$ cat config.mk
export PLATFORM = sky130hd
export DESIGN_NAME = dotprod_vec_loader
export DESIGN_NICKNAME = d
export VERILOG_FILES = /design/src/rtl/dotprod_vec_loader.sv
export SDC_FILE = /design/constraint.sdc
export NUM_CORES = 1
export LEC_CHECK = 0
export ABC_AREA = 1
export BUFFER_PORTS_ARGS = -buffer_cell sky130_fd_sc_hd__buf_2
export CORE_MARGIN = 4
export CORE_UTILIZATION = 45
export DETAILED_ROUTE_END_ITERATION = 10
export GPL_TIMING_DRIVEN = 0
export MAX_ROUTING_LAYER = met4
export PLACE_DENSITY = 0.83
export SLEW_MARGIN = 0
export SYNTH_ARGS = -nofsm -noshare
export SYNTH_HDL_FRONTEND = slang
export SYNTH_SLANG_ARGS = --single-unit
$ cat constraint.sdc
create_clock -name clk -period 3.6 [get_ports clk]
set_clock_uncertainty 0.2 [all_clocks]
set_input_delay 0.54 -clock clk [delete_from_list [all_inputs] [get_ports clk]]
set_output_delay 0.54 -clock clk [all_outputs]
set_load 0.1 [all_outputs]
$ cat src/rtl/dotprod_vec_loader.sv
// dotprod_vec_loader: packs streamed bfloat16 (horz, vert) pairs into zero-padded vectors for the dot-product stage.
module dotprod_vec_loader #(
    parameter int vec_length = 10,
    localparam int bit_length = vec_length * 16,
    localparam int cnt_w = $clog2(vec_length + 1)
) (
    input  logic                  clk,
    input  logic                  rst_n,
    input  logic                  in_valid,
    output logic                  in_ready,
    input  logic [15:0]           in_horz,
    input  logic [15:0]           in_vert,
    input  logic                  in_last,
    output logic                  out_valid,
    input  logic                  out_ready,
    output logic [0:bit_length-1] horz,
    output logic [0:bit_length-1] vert,
    output logic [cnt_w-1:0]      out_count
);
    typedef enum logic {FILL, HOLD} state_t;

    state_t                state_q, state_d;
    logic [cnt_w-1:0]      count_q, count_d;
    logic [cnt_w-1:0]      out_count_q, out_count_d;
    logic                  out_valid_q, out_valid_d;
    logic [0:bit_length-1] horz_q, horz_d;
    logic [0:bit_length-1] vert_q, vert_d;

    assign in_ready  = (state_q == FILL);
    assign out_valid = out_valid_q;
    assign out_count = out_count_q;
    assign horz      = horz_q;
    assign vert      = vert_q;

    always_comb begin
        state_d     = state_q;
        count_d     = count_q;
        out_count_d = out_count_q;
        out_valid_d = out_valid_q;
        horz_d      = horz_q;
        vert_d      = vert_q;
        if (state_q == FILL && in_valid) begin
            for (int i = 0; i < vec_length; i++) begin
                if (count_q == cnt_w'(i)) begin
                    horz_d[i*16 +: 16] = in_horz;
                    vert_d[i*16 +: 16] = in_vert;
                end
            end
            if (in_last || count_q == cnt_w'(vec_length - 1)) begin
                state_d     = HOLD;
                out_valid_d = 1'b1;
                out_count_d = count_q + 1'b1;
                count_d     = '0;
            end else begin
                count_d = count_q + 1'b1;
            end
        end else if (state_q == HOLD && out_ready) begin
            // clearing here is what makes the unwritten tail of the next vector read as +0
            state_d     = FILL;
            out_valid_d = 1'b0;
            out_count_d = '0;
            horz_d      = '0;
            vert_d      = '0;
        end
    end

    always_ff @(posedge clk) begin
        if (!rst_n) begin
            state_q     <= FILL;
            count_q     <= '0;
            out_count_q <= '0;
            out_valid_q <= 1'b0;
            horz_q      <= '0;
            vert_q      <= '0;
        end else begin
            state_q     <= state_d;
            count_q     <= count_d;
            out_count_q <= out_count_d;
            out_valid_q <= out_valid_d;
            horz_q      <= horz_d;
            vert_q      <= vert_d;
        end
    end
endmodule

After elaboration in Yosys (flattened, before gate mapping)
Index checks and enable logic that the tools add are counted.

Register bits: 329. Input port bits: 37. Output and inout port bits: 326. Logic and storage cells: 91.

$add $sub $neg: 1. Equality and inequality tests: 20. Mux-type cells: 30. Bitwise logic cells: 1. Reductions and logical operators: 16.

Operators with widths (number): $mux W160 (3); $mux W16 (20); $ne A2 B1 Y1 const B (11); $reduce_and A2 Y1 (11); $eq A4 B3 Y1 const B (4); $mux W4 (4); $eq A4 B2 Y1 const B (2); $eq A4 B4 Y1 const B (2); $add A4 B1 Y4 const B (1); $eq A4 B1 Y1 const B (1); $logic_not A4 Y1 (1); $mux W1 (3); $logic_and A1 B1 Y1 (2); $reduce_bool A2 Y1 (1); $logic_or A1 B1 Y1 (1); $not A1 Y1 (1).

Depth between registers and ports, before layout
Word-level depth: 4. Depth in mapped cells: 9. Depth with buffers taken out: 9.

Least setup slack after synthesis
No wires, ideal clock.

Path type: reg-to-reg. Start: reg out_valid (netlist name). End: reg horz_q, in the netlist horz[145]. Arrival: 2397 ps. Data required time: 3330 ps. Slack: 932 ps. Cell stages (with the launch flop): 8. Path buffers: 1. Path through: dfxtp_1 > inv_2 > nand2_2 > nor2_4 > nor2_4 > buf_2 > nand2_1 > a21oi_1.

RTL lines: end signal: assignment (RTL line 80) `horz_q <= horz_d;`; end: declaration (RTL line 26) `logic [0:bit_length-1] horz_q, horz_d;`.

Worst setup path in the final report
Start: reg count_q[0]. End: reg horz_q, in the netlist horz[117].

Cells in the longest elaborated chain, start to end: 3.

Ends and longest elaborated chain: start: declaration (RTL line 23) `logic [cnt_w-1:0] count_q, count_d;`; start signal: assignment (RTL line 77) `count_q <= count_d;`; $eq A4 B3 Y1 (RTL line 44) `if (count_q == cnt_w'(i)) begin`; $ne A2 B1 Y1 (no line); $reduce_and A2 Y1 (no line).

No other way between the ends. A chain may end at the register's enable or synchronous reset.

==> impl_metrics.ini <==
[run_status]
status = finished, final reports clean

[setup_path]
r2r_start = count_q[0]
crit_slowest_cell = dfxtp_1
worstSetupStartpointType = flip-flop
crit_required_ps = 3830
reg2regPathDepth = 8
rrSetupSlack_ps = 1370
critical_path.cell_chain = ha_1 -> inv_1 -> nor2_4 -> nand2_2 -> inv_2 -> buf_4 -> nand2_1 -> a21oi_1
worstSetupPathType = reg -> reg
rr_endpoint = horz[117]
cp_max_fo = 10
slowest_delay_ps = 450
critPathArrivalTime_ps = 2460
cp-end-kind = flip-flop

[min_path]
hold_path_end = out_count[3]
hold_path.class = in -> reg
min-delay-start = rst_n
holdPathStages = 3

[sta]
clock.fmax_mhz = 448
setup_tns_ps = 0
worst_pin_slew_ps = 1200
maxSlewHeadroom = 0.201
setup_viol = 0
slew_violations = 0
final_hold_viol_count = 0
period_share = 0.621
grt_setup_unrepaired = no
hold_slack_ps = 102
period_needed_ps = 2230

[floorplanning]
io_pins = 363
dieWidth_um = 173
coreArea_um2 = 26400
initial_core_util = 0.462
num_rows = 59
die_area_um2 = 29800
chipHeight_um = 173

[detailed_routing]
firstDrtPassIters = 8
detail_route.wl_per_cell_um = 21.9
num_vias = 13200
viasPerCell = 5.84
drt_iter0_drc = 1720
final_antenna_net_count = 0
wl_um = 49600
drc = 0

[placed_design]
io_buffer_count = 330
dpl.hpwl_um = 34500
place_congestion = 0.934
dp.cells = 2198

[cts]
postCtsHoldBufs = 0
cts_tree = built
clockBufferDepth = 3
htreeDepth = 2
cts.sinks = 329
insertion_delay_ps = 510
numCtsBuffers = 35
root_buffer = clkbuf_16
clkTransAtPathRegs_ps = 60
cts_resized = 0
post-cts-setup-buffers = 0

[pwr]
vdd_drop_max_mv = 0.372
clkPwrFrac = 0.443
power_switching_mw = 2.30
seq_power_share = 0.449
leakagePower_nw = 6.41
p_per_area_nw_per_um2 = 538
p_int_mw = 6.01
p_comb_frac = 0.108
swShare = 0.276

[global_routing]
use_met1 = 0.404
first_global_vias = 12300
busiest_layer = met2
grt_max_degree = 15
use_met3 = 0.0760
met2_usage = 0.502
track_usage = 0.322
antenna_found_initial = 0
grt_pass1_wl_um = 73400
grt-ovfl-total = 0

[logic_synthesis]
synth_seq_area_share = 0.540
synth_top_family_by_area = simple AND/OR/NAND/NOR gates
synth_compound_area_frac = 0.135
ys_ff_latch = 329
syn_nets = 1574
syn_area_per_cell_um2 = 7.95
synthMuxAreaShare = 0
synth_fa_ha_area_frac = 0.00411
syn_inst = 1533
ys_warn_count = 0
yosysUniqueCellTypes = 21
yosys.area_share.xor_xnor = 0.00144
syn_area_um2 = 12200
synthSimpleGateAreaFrac = 0.249

[final_layout]
nets = 1941
final_cells = 2261
syn_to_final_growth_pct = 26.7
nFillCells = 2276
insertedDiodeCount = 0
drive_gt1_frac = 0.257

[run]
cap_violations = 0
[sequential cells by signal, indices dropped and copies added, names as in the netlist]
name       flops
out_count      4
vert         160
count_q        4
out_valid      1
horz         160
[per-layer routing]
metal / wire [um] / up-vias
li1: - / 5867
met1: 18700 / 6169
met2: 22200 / 1004
met3: 6290 / 158
met4: 2420 / 0
met5: 0 / -
[worst max-delay path by stage]
| stage | from | endpoint |
|---|---|---|
| after floorplan | out_valid | horz[145] |
| after CTS | out_valid | out_valid |
| final | count_q[0] | horz[117] |
| after global routing | count_q[0] | horz[121] |
| after global placement | rst_n | horz[145] |
| after detailed placement | rst_n | horz[143] |
[through the flow]
| step | power, mW | util | cell area (um^2) | setup WS, ps |
|---|---|---|---|---|
| 2_1_floorplan | 4.45 | - | 12200 | 932 |
| 3_3_place_gp | 4.68 | 0.541 | 14300 | 1260 |
| 3_5_place_dp | 4.69 | 0.541 | 14300 | 1260 |
| 4_1_cts | 8.31 | 0.586 | 15400 | 1390 |
| 5_1_grt | 8.50 | 0.586 | 15400 | 1310 |
| 6_report | 8.30 | 0.586 | 15400 | 1370 |
[area by class of cell]
type / instances / area [um^2] / area share
multi-input cells: 1020 / 4750 / 0.308
plain buffers: 161 / 766 / 0.0496
repair buffers: 330 / 1650 / 0.107
well taps: 335 / 419 / 0.0272
clock inverters: 14 / 126 / 0.00819
clock buffers: 49 / 1050 / 0.0681
inverters: 23 / 86.3 / 0.00559
flip-flops and latches: 329 / 6590 / 0.427
[worst max-delay path: cells and delay by family (launching register included)]
kind            cells  cell delay, ps
buf+inv             3             600
compound gates      1             210
flops               1             450
fa+ha+maj           1             230
simple gates        3             440
[Yosys cell counts (all sizes together)]
cell,count,area share
nand3b,2,0.0012
clkbuf,84,0.026
nand3,303,0.13
a21oi,327,0.13
xor2,2,0.0014
nor2,11,0.0061
o21ai,1,0.00041
buf,77,0.037
nand4,1,0.00051
nand2,369,0.11
ha,4,0.0041
dfxtp,329,0.54
inv,23,0.0071
[placed cells by master (no fill, tap or decap), types with 2 or more instances in the layout]
cell	instances
clkinv_2	10
ha_1	4
buf_2	381
buf_4	24
a21oi_1	327
nand3b_1	2
bufinv_16	2
nor2_4	4
xor2_1	2
clkbuf_8	8
clkbuf_16	37
dfxtp_1	329
nand3_2	7
inv_2	15
nand2_2	3
nand2_1	366
clkbuf_1	88
nor2_1	6
inv_1	8
nand3_1	296
[cell families after synthesis]
| group | Yosys count |
|---|---|
| AO/OA/AOI/OAI | 328 |
| buffers and inverters | 184 |
| flip-flops | 329 |
| XOR/XNOR | 2 |
| adder cells (fa/ha/maj) | 4 |
| AND/OR/NAND/NOR | 686 |
[power groups by stage]
stage	combinational, mW	sequential, mW	clock, mW
after global routing	0.928	3.73	3.84
after detailed placement	0.881	3.81	0
after CTS	0.884	3.73	3.69
final	0.898	3.73	3.67
after global placement	0.874	3.81	0
after floorplan	0.279	4.18	0
Note: power is estimated with default switching activity, not from simulation.
